`src/rtl/abs_diff_sched_pkg.sv`:
```
// Shared types and helpers for the abs_diff_sched scheduler.
// Holds the FSM state type and the saturation limit derived from the data width.
package abs_diff_pkg;

  typedef enum logic [1:0] {
    IDLE   = 2'd0,
    CALC_S = 2'd1,
    CALC_L = 2'd2,
    HOLD   = 2'd3
  } sched_state_t;

  // Largest positive value representable in a signed word of the given width
  function automatic int sat_limit(input int width);
    return (1 << (width - 1)) - 1;
  endfunction

endpackage

```
`src/rtl/abs_diff_sched_if.sv`:
```
// Upstream sample and downstream result handshakes for abs_diff_sched.
// o_sat_cnt exists only when ABS_DIFF_SCHED_STATS_EN is defined.
interface abs_diff_sched_if #(
  parameter int DATA_WIDTH = 11,
  parameter int CNT_WIDTH  = 16
);
  logic                         i_sample_valid;
  logic                         o_sample_ready;
  logic signed [DATA_WIDTH-1:0] i_ecg_sample;
  logic signed [DATA_WIDTH-1:0] i_ma_short;
  logic signed [DATA_WIDTH-1:0] i_ma_long;
  logic                         i_ma_short_valid;
  logic                         i_ma_long_valid;
  logic                         o_valid;
  logic                         i_out_ready;
  logic signed [DATA_WIDTH-1:0] o_ecg_sample;
  logic signed [DATA_WIDTH-1:0] o_abs_diff_short;
  logic signed [DATA_WIDTH-1:0] o_abs_diff_long;
  logic                         o_short_ok;
  logic                         o_long_ok;
  logic [CNT_WIDTH-1:0]         o_sample_cnt;
`ifdef ABS_DIFF_SCHED_STATS_EN
  logic [7:0]                   o_sat_cnt;
`endif

  modport slave (
    input  i_sample_valid, i_ecg_sample, i_ma_short, i_ma_long,
    input  i_ma_short_valid, i_ma_long_valid, i_out_ready,
`ifdef ABS_DIFF_SCHED_STATS_EN
    output o_sat_cnt,
`endif
    output o_sample_ready, o_valid, o_ecg_sample, o_abs_diff_short,
    output o_abs_diff_long, o_short_ok, o_long_ok, o_sample_cnt
  );

  modport master (
    output i_sample_valid, i_ecg_sample, i_ma_short, i_ma_long,
    output i_ma_short_valid, i_ma_long_valid, i_out_ready,
`ifdef ABS_DIFF_SCHED_STATS_EN
    input  o_sat_cnt,
`endif
    input  o_sample_ready, o_valid, o_ecg_sample, o_abs_diff_short,
    input  o_abs_diff_long, o_short_ok, o_long_ok, o_sample_cnt
  );

endinterface

```
`src/rtl/abs_diff_sched_abs_sat.sv`:
```
// Combinational |a - b| with saturation to the largest positive signed value.
// The difference is formed one bit wider so it can never overflow.
module abs_sat_unit
  import abs_diff_pkg::*;
#(
  parameter int DATA_WIDTH = 11
) (
  input  logic signed [DATA_WIDTH-1:0] a_i,
  input  logic signed [DATA_WIDTH-1:0] b_i,
  output logic signed [DATA_WIDTH-1:0] abs_o,
  output logic                         sat_o
);

  localparam int                LIMIT_INT = sat_limit(DATA_WIDTH);
  localparam logic [DATA_WIDTH:0] LIMIT   = LIMIT_INT[DATA_WIDTH:0];

  logic signed [DATA_WIDTH:0] diff;
  logic        [DATA_WIDTH:0] mag;

  always_comb begin
    diff  = {a_i[DATA_WIDTH-1], a_i} - {b_i[DATA_WIDTH-1], b_i};
    mag   = diff[DATA_WIDTH] ? $unsigned(-diff) : $unsigned(diff);
    sat_o = (mag > LIMIT);
    abs_o = sat_o ? $signed(LIMIT[DATA_WIDTH-1:0]) : $signed(mag[DATA_WIDTH-1:0]);
  end

endmodule

```
`src/rtl/abs_diff_sched.sv`:
```
// Time-multiplexed |sample - MA_short| / |sample - MA_long| scheduler, one shared unit.
// Optional saturation statistics counter enabled by ABS_DIFF_SCHED_STATS_EN.
module abs_diff_sched
  import abs_diff_pkg::*;
#(
  parameter int DATA_WIDTH = 11,
  parameter int CNT_WIDTH  = 16
) (
  input  logic          i_clk,
  input  logic          i_rst,
  abs_diff_sched_if.slave bus
);

  sched_state_t                 state_q;
  logic signed [DATA_WIDTH-1:0] sample_q, ma_s_q, ma_l_q;
  logic                         ma_s_ok_q, ma_l_ok_q;
  logic signed [DATA_WIDTH-1:0] ecg_q, abs_s_q, abs_l_q;
  logic                         short_ok_q, long_ok_q;
  logic [CNT_WIDTH-1:0]         cnt_q;

  logic signed [DATA_WIDTH-1:0] op_b;
  logic                         op_ok;
  logic signed [DATA_WIDTH-1:0] unit_abs;
  logic                         unit_sat;

  // Operand mux: the short slot is the default, CALC_L switches to the long average
  assign op_b  = (state_q == CALC_L) ? ma_l_q    : ma_s_q;
  assign op_ok = (state_q == CALC_L) ? ma_l_ok_q : ma_s_ok_q;

  abs_sat_unit #(.DATA_WIDTH(DATA_WIDTH)) u_abs (
    .a_i   (sample_q),
    .b_i   (op_b),
    .abs_o (unit_abs),
    .sat_o (unit_sat)
  );

  always_ff @(posedge i_clk or posedge i_rst) begin
    if (i_rst) begin
      state_q    <= IDLE;
      sample_q   <= '0;
      ma_s_q     <= '0;
      ma_l_q     <= '0;
      ma_s_ok_q  <= 1'b0;
      ma_l_ok_q  <= 1'b0;
      ecg_q      <= '0;
      abs_s_q    <= '0;
      abs_l_q    <= '0;
      short_ok_q <= 1'b0;
      long_ok_q  <= 1'b0;
      cnt_q      <= '0;
    end else begin
      case (state_q)
        IDLE: if (bus.i_sample_valid) begin
          sample_q  <= bus.i_ecg_sample;
          ma_s_q    <= bus.i_ma_short;
          ma_l_q    <= bus.i_ma_long;
          ma_s_ok_q <= bus.i_ma_short_valid;
          ma_l_ok_q <= bus.i_ma_long_valid;
          state_q   <= CALC_S;
        end
        CALC_S: begin
          abs_s_q    <= op_ok ? unit_abs : '0;
          short_ok_q <= op_ok;
          state_q    <= CALC_L;
        end
        CALC_L: begin
          abs_l_q   <= op_ok ? unit_abs : '0;
          long_ok_q <= op_ok;
          ecg_q     <= sample_q;
          state_q   <= HOLD;
        end
        HOLD: if (bus.i_out_ready) begin
          cnt_q   <= cnt_q + 1'b1;
          state_q <= IDLE;
        end
        default: state_q <= IDLE;
      endcase
    end
  end

  // Ready is masked while reset is held so nothing is offered before release
  assign bus.o_sample_ready   = (state_q == IDLE) && !i_rst;
  assign bus.o_valid          = (state_q == HOLD);
  assign bus.o_ecg_sample     = ecg_q;
  assign bus.o_abs_diff_short = abs_s_q;
  assign bus.o_abs_diff_long  = abs_l_q;
  assign bus.o_short_ok       = short_ok_q;
  assign bus.o_long_ok        = long_ok_q;
  assign bus.o_sample_cnt     = cnt_q;

`ifdef ABS_DIFF_SCHED_STATS_EN
  logic [7:0] sat_cnt_q;

  always_ff @(posedge i_clk or posedge i_rst) begin
    if (i_rst) begin
      sat_cnt_q <= '0;
    end else if ((state_q == CALC_S || state_q == CALC_L) && op_ok && unit_sat
                 && sat_cnt_q != 8'hFF) begin
      sat_cnt_q <= sat_cnt_q + 8'd1;
    end
  end

  assign bus.o_sat_cnt = sat_cnt_q;
`endif

endmodule

```
`src/flat_wrapper.sv`:
```
// flat-port wrapper written by rule: the top's interface ports become plain ports
module abs_diff_sched_flat import abs_diff_pkg::*;
#(
  parameter int DATA_WIDTH = 11,
  parameter int CNT_WIDTH  = 16
)
  (i_clk, i_rst, bus_i_sample_valid, bus_i_ecg_sample, bus_i_ma_short, bus_i_ma_long, bus_i_ma_short_valid, bus_i_ma_long_valid, bus_i_out_ready, bus_o_sample_ready, bus_o_valid, bus_o_ecg_sample, bus_o_abs_diff_short, bus_o_abs_diff_long, bus_o_short_ok, bus_o_long_ok, bus_o_sample_cnt);
  abs_diff_sched_if #(.DATA_WIDTH(DATA_WIDTH), .CNT_WIDTH(CNT_WIDTH)) bus_i ();
  input  logic i_clk;
  input  logic i_rst;
  input wire logic [$bits(bus_i.i_sample_valid)-1:0] bus_i_sample_valid;
  input wire logic [$bits(bus_i.i_ecg_sample)-1:0] bus_i_ecg_sample;
  input wire logic [$bits(bus_i.i_ma_short)-1:0] bus_i_ma_short;
  input wire logic [$bits(bus_i.i_ma_long)-1:0] bus_i_ma_long;
  input wire logic [$bits(bus_i.i_ma_short_valid)-1:0] bus_i_ma_short_valid;
  input wire logic [$bits(bus_i.i_ma_long_valid)-1:0] bus_i_ma_long_valid;
  input wire logic [$bits(bus_i.i_out_ready)-1:0] bus_i_out_ready;
  output wire logic [$bits(bus_i.o_sample_ready)-1:0] bus_o_sample_ready;
  output wire logic [$bits(bus_i.o_valid)-1:0] bus_o_valid;
  output wire logic [$bits(bus_i.o_ecg_sample)-1:0] bus_o_ecg_sample;
  output wire logic [$bits(bus_i.o_abs_diff_short)-1:0] bus_o_abs_diff_short;
  output wire logic [$bits(bus_i.o_abs_diff_long)-1:0] bus_o_abs_diff_long;
  output wire logic [$bits(bus_i.o_short_ok)-1:0] bus_o_short_ok;
  output wire logic [$bits(bus_i.o_long_ok)-1:0] bus_o_long_ok;
  output wire logic [$bits(bus_i.o_sample_cnt)-1:0] bus_o_sample_cnt;
  assign bus_i.i_sample_valid = bus_i_sample_valid;
  assign bus_i.i_ecg_sample = bus_i_ecg_sample;
  assign bus_i.i_ma_short = bus_i_ma_short;
  assign bus_i.i_ma_long = bus_i_ma_long;
  assign bus_i.i_ma_short_valid = bus_i_ma_short_valid;
  assign bus_i.i_ma_long_valid = bus_i_ma_long_valid;
  assign bus_i.i_out_ready = bus_i_out_ready;
  assign bus_o_sample_ready = bus_i.o_sample_ready;
  assign bus_o_valid = bus_i.o_valid;
  assign bus_o_ecg_sample = bus_i.o_ecg_sample;
  assign bus_o_abs_diff_short = bus_i.o_abs_diff_short;
  assign bus_o_abs_diff_long = bus_i.o_abs_diff_long;
  assign bus_o_short_ok = bus_i.o_short_ok;
  assign bus_o_long_ok = bus_i.o_long_ok;
  assign bus_o_sample_cnt = bus_i.o_sample_cnt;
  abs_diff_sched #(.DATA_WIDTH(DATA_WIDTH), .CNT_WIDTH(CNT_WIDTH)) u_core (.i_clk(i_clk), .i_rst(i_rst), .bus(bus_i));
endmodule
```
`config.mk`:
```
export PLATFORM = sky130hd
export DESIGN_NAME = abs_diff_sched_flat
export DESIGN_NICKNAME = d
export VERILOG_FILES = /design/src/rtl/abs_diff_sched_pkg.sv /design/src/rtl/abs_diff_sched_if.sv /design/src/rtl/abs_diff_sched_abs_sat.sv /design/src/rtl/abs_diff_sched.sv /design/src/flat_wrapper.sv
export SDC_FILE = /design/constraint.sdc
export NUM_CORES = 1
export LEC_CHECK = 0
export BUFFER_PORTS_ARGS = -buffer_cell sky130_fd_sc_hd__buf_2
export CAP_MARGIN = 15
export CORE_ASPECT_RATIO = 1.4
export CORE_UTILIZATION = 35
export CTS_CLUSTER_SIZE = 12
export DETAILED_ROUTE_END_ITERATION = 8
export GPL_ROUTABILITY_DRIVEN = 0
export GPL_TIMING_DRIVEN = 0
export RECOVER_POWER = 25
export SLEW_MARGIN = 20
export SYNTH_ARGS = -nofsm -noshare
export SYNTH_HDL_FRONTEND = slang
export SYNTH_SLANG_ARGS = --single-unit
```
`constraint.sdc`:
```
create_clock -name i_clk -period 4.36 [get_ports i_clk]
set_input_delay 0.436 -clock i_clk [delete_from_list [all_inputs] [get_ports i_clk]]
set_output_delay 0.436 -clock i_clk [all_outputs]
set_load 0.02 [all_outputs]
```
-- After elaboration in Yosys (flattened, before gate mapping)
Cells that the tools add are included.
- flip-flop bits (word level): 88
- input bits: 39
- output and inout bits: 53
- word-level logic and storage cells: 35
- add/sub/neg operators: 3
- magnitude comparators: 1
- equality and inequality tests: 5
- multiplexer cells: 8
- reductions and logical operators: 6
- operator list (operator ; number):
    2-to-1 mux 11 bit ; 3
    adder 16 x 1 -> 16 bit (second input constant) ; 1
    > comparator 12 x 10 -> 1 bit (second input constant) ; 1
    2-to-1 mux 12 bit ; 1
    negator 12 bit ; 1
    subtractor 11 x 11 -> 12 bit ; 1
    one-hot mux 2 bit (4 select lines) ; 1
    AND reduction 2 bit ; 3
    == test 2 bit (second input constant) ; 2
    2-to-1 mux 2 bit ; 2
    inequality test 2 bit (second input constant) ; 2
    == test 2 x 1 -> 1 bit (second input constant) ; 1
    zero test 2 bit ; 1
    logical AND 1 bit ; 1
    zero test 1 bit ; 1
    2-to-1 mux 1 bit ; 1

-- Depth between registers and ports, before layout
- depth in word-level cells: 8
- gate-level depth with buffers: 17

-- Hierarchy
Synthesis repeated with hierarchy kept, for this count alone.
- cells, all modules: 387
- area, all modules: 4615.7 µm²
- modules (own cells, without submodules) (module ; times used ; cells each ; area an instance (µm²) ; sequential area each (µm²)):
    abs_diff_sched ; 1 ; 240 ; 3554.7 ; 2202.1
    abs_sat_unit ; 1 ; 147 ; 1061.0 ; 0.0

-- Least setup slack after synthesis
OpenSTA, ideal clock, no wires.
- kind: reg2reg
- start: register u_core.state_q[0]
- end: register u_core.abs_l_q[2] (netlist: u_core.bus.o_abs_diff_long[2])
- library setup time: 125 ps
- arrival: 4348 ps
- path slack: -113 ps
- cell stages (with the launch flop): 18
- path through: dfrtp_1 inv_1 ha_1 clkbuf_1 clkbuf_1 mux2_2 ha_1 inv_1 fa_1 a21o_1 a21oi_1 xor2_1 nand3_1 or4b_1 a21o_1 o21ba_1 o311a_1 mux2_2
- word-level cells in the longest chain between the ends: 8
- elaborated cells between the ends (all ways): 9
- ends and longest elaborated chain (element ; line ; text):
    from (decl) ; abs_diff_sched.sv:14 ; sched_state_t state_q;
    from (signal assigned) ; abs_diff_sched.sv:39 ; state_q <= IDLE;
    from (signal assigned) ; abs_diff_sched.sv:59 ; state_q <= CALC_S;
    from (signal assigned) ; abs_diff_sched.sv:64 ; state_q <= CALC_L;
    == test 2 bit * ; abs_diff_sched.sv:27, abs_diff_sched.sv:28, abs_diff_sched.sv:52 ;
    2-to-1 mux 11 bit ; abs_diff_sched.sv:27 ; assign op_b = (state_q == CALC_L) ? ma_l_q : ma_s_q;
    subtractor 11 x 11 -> 12 bit ; abs_diff_sched_abs_sat.sv:21 ; diff = {a_i[DATA_WIDTH-1], a_i} - {b_i[DATA_WIDTH-1], b_i};
    negator 12 bit ; abs_diff_sched_abs_sat.sv:22 ; mag = diff[DATA_WIDTH] ? $unsigned(-diff) : $unsigned(diff);
    2-to-1 mux 12 bit ; abs_diff_sched_abs_sat.sv:22 ;
    > comparator 12 x 10 -> 1 bit ; abs_diff_sched_abs_sat.sv:23 ; sat_o = (mag > LIMIT);
    2-to-1 mux 11 bit ; abs_diff_sched_abs_sat.sv:24 ; abs_o = sat_o ? $signed(LIMIT[DATA_WIDTH-1:0]) : $signed(mag[DATA_WIDTH-1:0]);
    2-to-1 mux 11 bit ; abs_diff_sched.sv:67 ; abs_l_q <= op_ok ? unit_abs : '0;
    to (signal assigned) ; abs_diff_sched.sv:67 ;
    to (decl) ; abs_diff_sched.sv:17 ; logic signed [DATA_WIDTH-1:0] ecg_q, abs_s_q, abs_l_q;
Every way passes the cells marked *; elsewhere a longest branch is shown, timed or not.
A chain may end at the register's enable or synchronous reset.

-- Final worst setup path
- start: register u_core.state_q[1]
- end: register u_core.abs_l_q[2] (netlist: u_core.bus.o_abs_diff_long[2])
The elaborated chain is that of the path after synthesis.

==> impl_summary.txt <==
----------------------------------------------------
[Timing]
  Fin crit period ... ~4.2 ns
  Slew of the pin with the lowest slew margin ... 2.41 ns
  Final sum of negative setup slack ... 0 ns
  Setup clock skew after layout ... between 0.008 and 0.009 ns
  Endpoints failing setup ... 0
  Peak clock frequency supported by timing ... roughly 240 MHz
  Final Hold Fails ... 0
  Final Max Tran Viols ... 91
  Slew Limit Headroom ... -0.609
  Crit share post-route ... 0.967

[Global route]
  Overflow after GRT ... 0
  Wire length of the first global-routing pass ... 16.2 mm
  Overall global routing resource usage ... 0.156
  Vias in the first global route ... around 3,300
  Maximum number of pins on one net before global-route repair ... 46
  Antenna violations before repair ... 0

[Final layout]
  Area Growth Syn to Fin ... 24.6%
  Most frequent standard cell in the layout excluding fill and tap cells ... buf_2
  Fraction of final layout cells with drive strength greater than 1 ... 0.366
  Post-layout instance area ... 0.00558 mm^2
  Most frequent cells in the layout ... 91 x buf_2, 87 x dfrtp_1, 50 x mux2_2
  Number of nets in the layout ... 559
  Antenna Diode Count ... 0

[Setup path]
  Critical path class ... register to register
  Worst endpoint required time ... 4.58 ns
  Kind of start point of the critical path ... register
  Worst setup EP type ... register
  Slowest cell on crit path ... or4b_1
  Critical path arrival ... 4.44 ns
  Delay of the slowest cell on the worst path ... about 0.52 ns
  CP Max Fanout ... 10
  Critical-path cell list ... ha_4 -> clkbuf_8 -> mux2_2 -> ha_1 -> inv_1 -> fa_2 -> a21o_1 -> a21oi_2 -> xor2_2 -> nand3_2 -> or4b_1 -> a21o_1 -> o21ba_4 -> o311a_1 -> mux2_2

[Run status]
  Failing checks ... DRC, capacitance limit, slew limit
  Run status ... finished, violations left

[Clocking]
  Clock transition at path regs ... 0.07 ns
  CTS sink cnt ... between 80 and 90
  Total number of H-tree levels ... 3
  TritonCTS clock tree ... done
  Master cell of the clock root buffer ... clkbuf_16
  Longest Clk Path Bufs ... 2
  Clock latency on the worst-skew pair ... 0.34 ns
  Number of buffers created by CTS ... 9
  Hold bufs inserted after CTS ... 0

[Synth]
  Count of state elements after synthesis ... 88
  Post-synthesis net count ... 448
  Netlist Area Pre-Place ... 0.00448 mm^2
  Number of enable-type register cells in the synthesized netlist ... 0
  Sequential share of the synthesized area ... 0.491
  Share of flip-flops with an asynchronous set or reset after synthesis ... 1.00
  Number of cells produced by synthesis ... 389
  Syn avg cell area ... 11.5 um^2
  Synth warnings ... 0
  Number of different library cells in the post-synthesis netlist ... between 40 and 50
  Most frequently used flop master after synthesis ... dfrtp_1

[Place]
  Area of placed instances ... roughly 0.0052 mm^2
  Port Buffer Count ... 91
  Detailed placer's ending HPWL ... about 7.6 mm

[Routing]
  Count of nets left with antenna violations after detail routing ... 0
  DRT Pass-1 Iters ... 7
  Residual DRC ... 15
  Routed wire per std cell ... 15.3 um
  Drt initial violations ... between 150 and 200
  Detailed Route WL ... 9.99 mm
  Vias per cell ... 5.07
  Via count of the routed design ... 3,321

[Die]
  Core Footprint ... 0.0124 mm^2
  Height of the die ... 136 um
  Number of placed I/O pins ... between 90 and 100
  Floorplan row count ... between 40 and 50
  Initial Util ... 0.361
  Chip width ... 97.6 um
  Die Outline Area ... about 0.013 mm^2

[Min path]
  Type of the tightest min-delay check ... input pin to register

[Job]
  Max-cap check violation count ... 2

----------------------------------------------------
## synth_stat cells, types with 3 or more instances
cell type,number,area [um^2]
dfrtp_1,88,2200
mux2_2,50,563
inv_1,28,105
ha_1,19,238
xnor2_1,19,166
clkbuf_1,14,52.6
nand2_1,14,52.6
o21ai_0,14,70.1
a21oi_1,12,60.1
nor2_1,12,45.0
a31oi_1,11,68.8
mux2i_1,11,110
xor2_1,11,96.3
nand3_1,10,50.1
o221ai_1,8,70.1
a21o_1,6,45.0
nor2b_1,6,37.5
nor3_1,5,25.0
o22ai_1,4,25.0
and3_1,3,18.8
nand2b_1,3,18.8
nor3b_1,3,22.5
o21a_1,3,22.5
## timing repair
action,in CTS,in global routing
resized for setup,8,12
pin swaps,2,5
endpoints found under the setup margin,20,18
buffers inserted,5,4
## cells by family (layout without fill, tap and decap cells)
logic type / after synthesis / in the layout / share of synthesized area
buffers and inverters: 43 / 159 / 0.0363
multiplexers: 61 / 61 / 0.150
AO/OA/AOI/OAI: 79 / 79 / 0.126
flip-flops: 88 / 88 / 0.491
adder cells (fa/ha/maj): 20 / 20 / 0.0575
AND/OR/NAND/NOR: 68 / 68 / 0.0804
XOR/XNOR: 30 / 30 / 0.0586
## layout make-up
type	count	area, um^2
multi-input combinational	258	2210
buffer	14	67.6
clock inverter	7	53.8
tap	150	188
inverter	28	106
timing repair buffer	101	526
clock buffer	9	225
fill	1145	6850
sequential	88	2200
## stage by stage
stage	std cells	hold slack, ns	setup WS (ns)	utilization
2_1_floorplan	389	0.474	0.0229	-
3_3_place_gp	630	0.459	-0.693	0.412
3_5_place_dp	631	0.462	-0.738	0.415
4_1_cts	651	0.177	0.0280	0.444
5_1_grt	655	0.312	-0.0597	0.449
6_report	655	0.323	0.144	0.449
## registers in the layout, indices dropped and copies added (netlist names)
signal	cells
u_core.bus.o_sample_cnt	16
u_core.bus.o_abs_diff_long	11
u_core.bus.o_abs_diff_short	11
u_core.bus.o_ecg_sample	11
u_core.ma_l_q	11
u_core.ma_s_q	11
u_core.sample_q	11
u_core.state_q	2
u_core.bus.o_long_ok	1
u_core.bus.o_short_ok	1
u_core.ma_l_ok_q	1
u_core.ma_s_ok_q	1
## layer usage
layer | vias up | global-route usage | routed length [um]
met5 | - | 0 | 0
met4 | 0 | 0.0673 | 202
met3 | 13 | 0.0355 | 438
met2 | 70 | 0.273 | 5200
met1 | 1613 | 0.183 | 4150
li1 | 1625 | - | -
## worst max-delay path: cells and delay by family (launching register included)
kind            cells  cell delay, ns
buf+inv             2            0.25
flops               1            0.44
xor+xnor            1            0.21
mux                 2            0.53
simple gates        2            0.64
compound gates      5            1.18
fa+ha+maj           3            0.83
## worst paths after layout
path	depth (start not counted)	slack, ns	start	end
min	2	0.32	bus_i_ma_short[3]	u_core.ma_s_q[3]$_DFFE_PP0P_
max	15	0.14	u_core.state_q[1]$_DFFE_PP0P_	u_core.bus.o_abs_diff_long[2]$_DFFE_PP0P_
min in group asynchronous	2	0.57	i_rst	u_core.bus.o_sample_cnt[4]$_DFFE_PP0P_
max in group asynchronous	3	0.86	i_rst	u_core.ma_l_q[8]$_DFFE_PP0P_
max reg2reg	15	0.14	u_core.state_q[1]$_DFFE_PP0P_	u_core.bus.o_abs_diff_long[2]$_DFFE_PP0P_
min reg2reg	1	0.46	u_core.bus.o_sample_cnt[15]$_DFFE_PP0P_	u_core.bus.o_sample_cnt[15]$_DFFE_PP0P_
Power is left out: the tool's default activity adds up to more than one toggle a clock period on the data nets, which glitch-free logic cannot reach.
